**src/rtl/tdc_top.sv**
```systemverilog
// ---------------------------------------------------------------------------
// tdc_top -- time-to-digital converter front end
//
// A rising edge on `start` arms a measurement. The arm cycle pulses
// `temp_reset` to clear the external sensor. The block then counts clock
// cycles until the STOP_EDGES-th rising edge of `data_in`, or until the
// count saturates at 255. The result is held on `count_out` with `ready`
// high until the next arm.
//
// Optional feature macro: TDC_SYNC_EN
//   Defined:     `start` and `data_in` each pass through a two-flop
//                synchronizer before edge detection. Both paths add +2 cycles
//                of latency, so count_out values are unchanged.
//   Not defined: the inputs must already be synchronous to clk.
//
// Ports
//   clk         in   system clock, rising edge
//   rst         in   asynchronous active-high reset
//   start       in   measurement request, rising-edge sensitive
//   data_in     in   event input to be timed, rising-edge sensitive
//   count_out   out  [7:0] measured cycle count, held until the next arm
//   ready       out  high while a valid result is held
//   running     out  high while counting
//   temp_reset  out  one-cycle sensor clear pulse in the arm cycle
// ---------------------------------------------------------------------------
module tdc_top #(
    parameter int STOP_EDGES = 3
) (
    input  logic       clk,
    input  logic       rst,
    input  logic       start,
    input  logic       data_in,
    output logic [7:0] count_out,
    output logic       ready,
    output logic       running,
    output logic       temp_reset
);

    localparam logic [1:0] S_IDLE = 2'd0;
    localparam logic [1:0] S_ARM  = 2'd1;
    localparam logic [1:0] S_RUN  = 2'd2;
    localparam logic [1:0] S_DONE = 2'd3;

    localparam logic [3:0] STOP_N = 4'(STOP_EDGES);

    logic start_s, data_s;

`ifdef TDC_SYNC_EN
    logic [1:0] start_sync_q, data_sync_q;

    always_ff @(posedge clk or posedge rst) begin
        if (rst) begin
            start_sync_q <= 2'b00;
            data_sync_q  <= 2'b00;
        end else begin
            start_sync_q <= {start_sync_q[0], start};
            data_sync_q  <= {data_sync_q[0], data_in};
        end
    end

    assign start_s = start_sync_q[1];
    assign data_s  = data_sync_q[1];
`else
    assign start_s = start;
    assign data_s  = data_in;
`endif

    // Edge-detect history. It is reloaded with the current sample every
    // cycle, including the arm cycle. A data_in level that is already high
    // at arm time therefore does not produce an edge in the first RUN cycle.
    logic start_hist_q, data_hist_q;

    always_ff @(posedge clk or posedge rst) begin
        if (rst) begin
            start_hist_q <= 1'b0;
            data_hist_q  <= 1'b0;
        end else begin
            start_hist_q <= start_s;
            data_hist_q  <= data_s;
        end
    end

    logic start_rise, data_rise;
    assign start_rise = start_s & ~start_hist_q;
    assign data_rise  = data_s  & ~data_hist_q;

    logic [1:0] state_q, state_d;
    logic [7:0] cyc_q, cyc_d;
    logic [3:0] edge_q, edge_d;
    logic [7:0] cnt_out_q, cnt_out_d;

    logic [7:0] cyc_inc;
    logic [3:0] edge_inc;
    assign cyc_inc  = (cyc_q == 8'hFF) ? cyc_q : cyc_q + 8'd1;
    assign edge_inc = edge_q + 4'd1;

    always_comb begin
        state_d   = state_q;
        cyc_d     = cyc_q;
        edge_d    = edge_q;
        cnt_out_d = cnt_out_q;
        case (state_q)
            S_IDLE: begin
                if (start_rise) begin
                    state_d   = S_ARM;
                    cnt_out_d = 8'd0;
                end
            end
            S_ARM: begin
                cyc_d   = 8'd0;
                edge_d  = 4'd0;
                state_d = S_RUN;
            end
            S_RUN: begin
                cyc_d = cyc_inc;
                if (data_rise) edge_d = edge_inc;
                // The terminating cycle is still counted, so the result is
                // the post-increment value. Saturation ends the measurement
                // as an overflow.
                if ((data_rise && edge_inc == STOP_N) || cyc_inc == 8'hFF) begin
                    state_d   = S_DONE;
                    cnt_out_d = cyc_inc;
                end
            end
            default: begin  // S_DONE
                if (start_rise) begin
                    state_d   = S_ARM;
                    cnt_out_d = 8'd0;
                end
            end
        endcase
    end

    always_ff @(posedge clk or posedge rst) begin
        if (rst) begin
            state_q   <= S_IDLE;
            cyc_q     <= 8'd0;
            edge_q    <= 4'd0;
            cnt_out_q <= 8'd0;
        end else begin
            state_q   <= state_d;
            cyc_q     <= cyc_d;
            edge_q    <= edge_d;
            cnt_out_q <= cnt_out_d;
        end
    end

    assign count_out  = cnt_out_q;
    assign ready      = (state_q == S_DONE);
    assign running    = (state_q == S_RUN);
    assign temp_reset = (state_q == S_ARM);

endmodule

```
**config.mk**
```make
export PLATFORM = sky130hd
export DESIGN_NAME = tdc_top
export DESIGN_NICKNAME = d
export VERILOG_FILES = /design/src/rtl/tdc_top.sv
export SDC_FILE = /design/constraint.sdc
export NUM_CORES = 1
export LEC_CHECK = 0
export ABC_AREA = 1
export BUFFER_PORTS_ARGS = -buffer_cell sky130_fd_sc_hd__buf_4
export CAP_MARGIN = 20
export CORE_UTILIZATION = 54
export CTS_BUF_LIST = sky130_fd_sc_hd__clkbuf_4
export CTS_CLUSTER_SIZE = 24
export DETAILED_ROUTE_END_ITERATION = 10
export GPL_TIMING_DRIVEN = 0
export PLACE_DENSITY = 0.77
export SLEW_MARGIN = 5
export SYNTH_ARGS = -nofsm -noshare
export SYNTH_HDL_FRONTEND = slang
export SYNTH_SLANG_ARGS = --single-unit
```
**constraint.sdc**
```tcl
create_clock -name clk -period 1.8 [get_ports clk]
set_clock_uncertainty 0.15 [all_clocks]
set_input_delay 0.18 -clock clk [delete_from_list [all_inputs] [get_ports clk]]
set_output_delay 0.18 -clock clk [all_outputs]
set_load 0.005 [all_outputs]
```
# Word level (Yosys, flattened, before mapping)
# Cells that the tools add are included.
# op_classes
n_addsub	2
n_eq_ne	8
mux	10
bitwise	5
n_reduce_logical	8
# ops
op	count
8-bit case mux with 2 select lines	2
8-bit two-way mux	3
8-bit equality test, second input constant	2
8-bit by 1-bit adder with 8-bit output, second input constant	1
4-bit case mux with 2 select lines	1
4-bit by 1-bit adder with 4-bit output, second input constant	1
2-bit equality test, second input constant	2
4-bit by 2-bit equality test with 1-bit output, second input constant	1
2-bit two-way mux	2
4-bit two-way mux	1
2-bit by 1-bit inequality test with 1-bit output, second input constant	2
2-bit case mux with 2 select lines	1
2-bit AND reduction	2
2-bit nonzero test	2
1-bit inverter	3
3-bit AND reduction	1
3-bit nonzero test	1
1-bit bitwise AND	2
2-bit by 1-bit equality test with 1-bit output, second input constant	1
1-bit logical AND	1
1-bit logical OR	1
# word_totals
reg_bits	24
input_bits	4
elab_cells	39

# Depth between registers and ports, before layout
# depth
ltp_word	6
ltp_mapped	14
depth_no_buf	14

# Worst setup path before layout
# OpenSTA, ideal clock, no wires.
# synth_path
kind	flip-flop to flip-flop
start	register cyc_q[0]
end	register cnt_out_q[0] (netlist: count_out[0])
setup_ps	117
arrival_time_ps	1517
required_time_ps	1533
slack_ps	16
stages_incl_launch_ff	15
period_less_slack_ps	1784
path_cell_list	dfrtp_1 ha_1 nand2_2 nor2_4 nand2_4 nand2_2 nand2_1 inv_1 nand2_1 nor2_1 nand2_1 nand2_2 nand2_2 nand2_1 nand2_1
# synth_via
elab_chain_cells	6
elab_cells_between_ends	9
classes_between	add/sub: 1; eq/ne: 3; mux: 3; reduce/logical: 2
# synth_rtl
element	line	source
from (decl)	88	logic [7:0] cyc_q, cyc_d;
from (signal assigned)	142	cyc_q <= cyc_d;
8-bit by 1-bit adder with 8-bit output / 8-bit equality test (equally long branches)	94	assign cyc_inc = (cyc_q == 8'hFF) ? cyc_q : cyc_q + 8'd1;
8-bit two-way mux (*)	94	
8-bit equality test	120	if ((data_rise && edge_inc == STOP_N) || cyc_inc == 8'hFF) begin
1-bit logical OR	120	
2-bit by 1-bit inequality test with 1-bit output (no source line)	--	
3-bit AND reduction (no source line)	--	
to (signal assigned)	144	cnt_out_q <= cnt_out_d;
to (decl)	90	logic [7:0] cnt_out_q, cnt_out_d;
# Every way passes the cells marked *; elsewhere a longest branch is shown, timed or not. The select of a mux whose other input is x is not followed.
# A chain may end at the register's enable or synchronous reset.

# Worst setup path after layout
# layout_path
start	register cyc_q[1]
end	register cnt_out_q[5] (netlist: count_out[5])
# Same word-level chain as after synthesis.

==> impl_metrics.toml <==
[detailed_routing]
wirelength_um = 3075
antenna_left = 0
drtPass1Iterations = 6
drt_iter0_markers = 37
drc = 0
vias_per_cell = 5.332
vias = 1253
drt-wirelength-per-cell_um = 13.09

[global_route]
grt_usage_pct = 25.17
grt_use_met2_pct = 47.22
antenna_found_initial = 0
met3_usage_pct = 3.509
grt-busiest-layer = "met2"
grt_pass1_wl_um = 5043
met1_usage_pct = 29.94
grt_pass1_vias = 1233
grt_max_degree = 25
grt_overflow = 0

[timing]
clock.fmax_mhz = 507.7
relSlewSlack_pct = 38.41
slew_violations = 0
setup_viol_count_final = 10
finalHoldViolations = 0
finalCritPeriodShare_pct = 109.4
fin_hold_ws_ns = 0.3517
tightest_slew_ns = 0.9228
finalWorstSetupSlack_ns = -0.1696
rsz0062_at_grt = "true"
post-route-min-period_ns = 1.970

[worst_setup_path]
end_kind = "flop"
worstSetupPathType = "reg2reg"
path_cells = "ha_4, nand2_4, nor2_4, nand2_4, nand3_1, nand2_1, nor2_1, nand2_1, nand2_4, buf_6, nand3_1, nand2_1"
critPathLaunchType = "flop"
worst-path-buf-inv = 1
ff2ff_setup_slack_ns = -0.17
critPathArrivalTime_ns = 2.10
crit_cells = 12
r2r_cells = 12
max_stage_delay_ns = 0.43
cp_slowest_cell = "dfrtp_1"
cp_top_family = "simple AND/OR/NAND/NOR gates"
required_ns = 1.93
path_max_fanout = 5

[clock_tree]
clk_pin_slew_ns = 0.14
htree_levels = 1
insertion_delay_ns = 0.33
tritoncts = "yes"
cts.path.max_buffers = 2
clock_tree.root_cell = "clkbuf_4"
cts_sinks = 24
numCtsBuffers = 3

[logic_synthesis]
synthCells = 178
synth_area_leaders = "dfrtp_1, nand2_1, nand3_1, ha_1, inv_1"
yosysWarnings = 0
synthArstFlopShare_pct = 100.0
synth-edff-count = 0
ys_ff_latch = 24
ys_seq_area_share_pct = 44.20
synth_area_per_cell_um2 = 7.634
synth_top_cell_area_share_pct = 44.20
syn_area_mm2 = 0.001359
synthesis.nets = 189
synth-main-ff-cell = "dfrtp_1"
synth.top_cells.by_count = "nand2_1, dfrtp_1, nand3_1"
synth_cell_type_count = 19
synth_top_area_cell = "dfrtp_1"
synthMostInstantiatedCell = "nand2_1"

[final_layout]
n_antenna_cell = 0
layout.nets = 219
fin_util_pct = 73.69
drive_gt1_share_pct = 21.74
syn2layout_area_growth_pct = 24.59

[hold_path]
holdPathStages = 2
hold_path.class = "reg2reg"

[floorplanning]
core_area_mm2 = 0.002297
io_pins = 15
num_rows = 17
fp.dieW_um = 52.16
start_util_pct = 59.15
floorplan.die_area_mm2 = 0.002721
dieHeight_um = 52.16

[placed_design]
port_buffers = 14
post-dp-hpwl_um = 2059
pre_cts_slack_ns = -0.2161
gp_congestion = 0.9110

[pwr]
power_leakage_nw = 0.8812
vdd_ir_drop_max_v = 0.0009220
power_density_mw_per_mm2 = 1203

[status]
violations = "setup timing"
status = "finished with violations"

[run]
max-cap-violations = 0
## area by class of cell
cell class                 instances  area (µm²)
fill                             185       604.3
tap                               28       35.03
clock inverter                     1       30.03
sequential                        24       600.6
clock buffer                       3       22.52
multi-input combinational        133       721.9
inverter                          20       75.07
timing repair buffer              24       191.4
buffer                             2       16.27
## where the power goes
group / leakage (nW) / switching [mW] / internal (mW) / total (mW)
clock network: 0.0279 / 0.174 / 0.225 / 0.400
registers: 0.323 / 0.0785 / 0.622 / 0.701
logic: 0.531 / 0.581 / 0.356 / 0.937
total: 0.881 / 0.834 / 1.20 / 2.04
## tightest hold or removal path, stage by stage, from the launching register on
cell and delay, ns:
dfrtp_1 0.37, nand2_1 0.06, nand2_1 0.05
## registers in the layout, summed over array words and instances (netlist names)
name	flops
edge_q	4
state_q	2
data_hist_q	1
start_hist_q	1
cyc_q	8
count_out	8
## layer usage
| metal | share of wire (%) | vias to the layer above |
|---|---|---|
| met1 | 45 | 599 |
| met5 | 0 | - |
| li1 | - | 625 |
| met4 | 0.62 | 0 |
| met2 | 51 | 27 |
| met3 | 3.4 | 2 |
## cell families (layout without fill, tap and decap cells)
group                    after synthesis  in the layout  share of synthesized area, %
flip-flops                            24             24                         44.20
adder cells (fa/ha/maj)                7              7                         6.445
XOR/XNOR                               4              4                         2.579
AND/OR/NAND/NOR                      103            104                         33.52
AO/OA/AOI/OAI                         18             18                         6.629
buffers and inverters                 22             50                         6.629
## placed cells by master (no fill, tap or decap), drive strengths merged
master	n
a21oi	4
buf	22
bufinv	1
clkbuf	4
dfrtp	24
dlygate4sd3	3
ha	7
inv	20
nand2	64
nand3	23
nand4	2
nor2	15
o21ai	14
xnor2	2
xor2	2
## path summary, 6_finish.rpt
check,startpoint,to
max in group asynchronous,rst,count_out[0]$_DFFE_PP0P_
setup reg to reg,cyc_q[1]$_DFFE_PP0N_,count_out[5]$_DFFE_PP0P_
setup / recovery,cyc_q[1]$_DFFE_PP0N_,count_out[5]$_DFFE_PP0P_
min in group asynchronous,rst,count_out[7]$_DFFE_PP0P_
hold / removal,count_out[7]$_DFFE_PP0P_,count_out[7]$_DFFE_PP0P_
hold reg to reg,count_out[7]$_DFFE_PP0P_,count_out[7]$_DFFE_PP0P_
## timing repair
action / 4_1_cts / 5_1_grt
setup buffers: 6 / 0
cloned: 2 / 0
hold endpoints to repair: 26 / 0
setup endpoints to repair: 10 / 18
hold buffers: 3 / 0
resized for setup: 10 / 7
pin swaps: 0 / 11
## per-stage QoR
step           setup TNS (ns)  instance area [µm²]  total power [mW]  std cells
6_report               -1.499                 1693             2.037        235
5_1_grt                -2.478                 1693             2.167        235
4_1_cts               -0.7401                 1679             1.994        235
3_5_place_dp           -2.030                 1499             1.504        220
3_3_place_gp           -1.552                 1499             1.473        220
2_1_floorplan               0                 1359             1.247        178
Power figures use the tool's default switching activity.
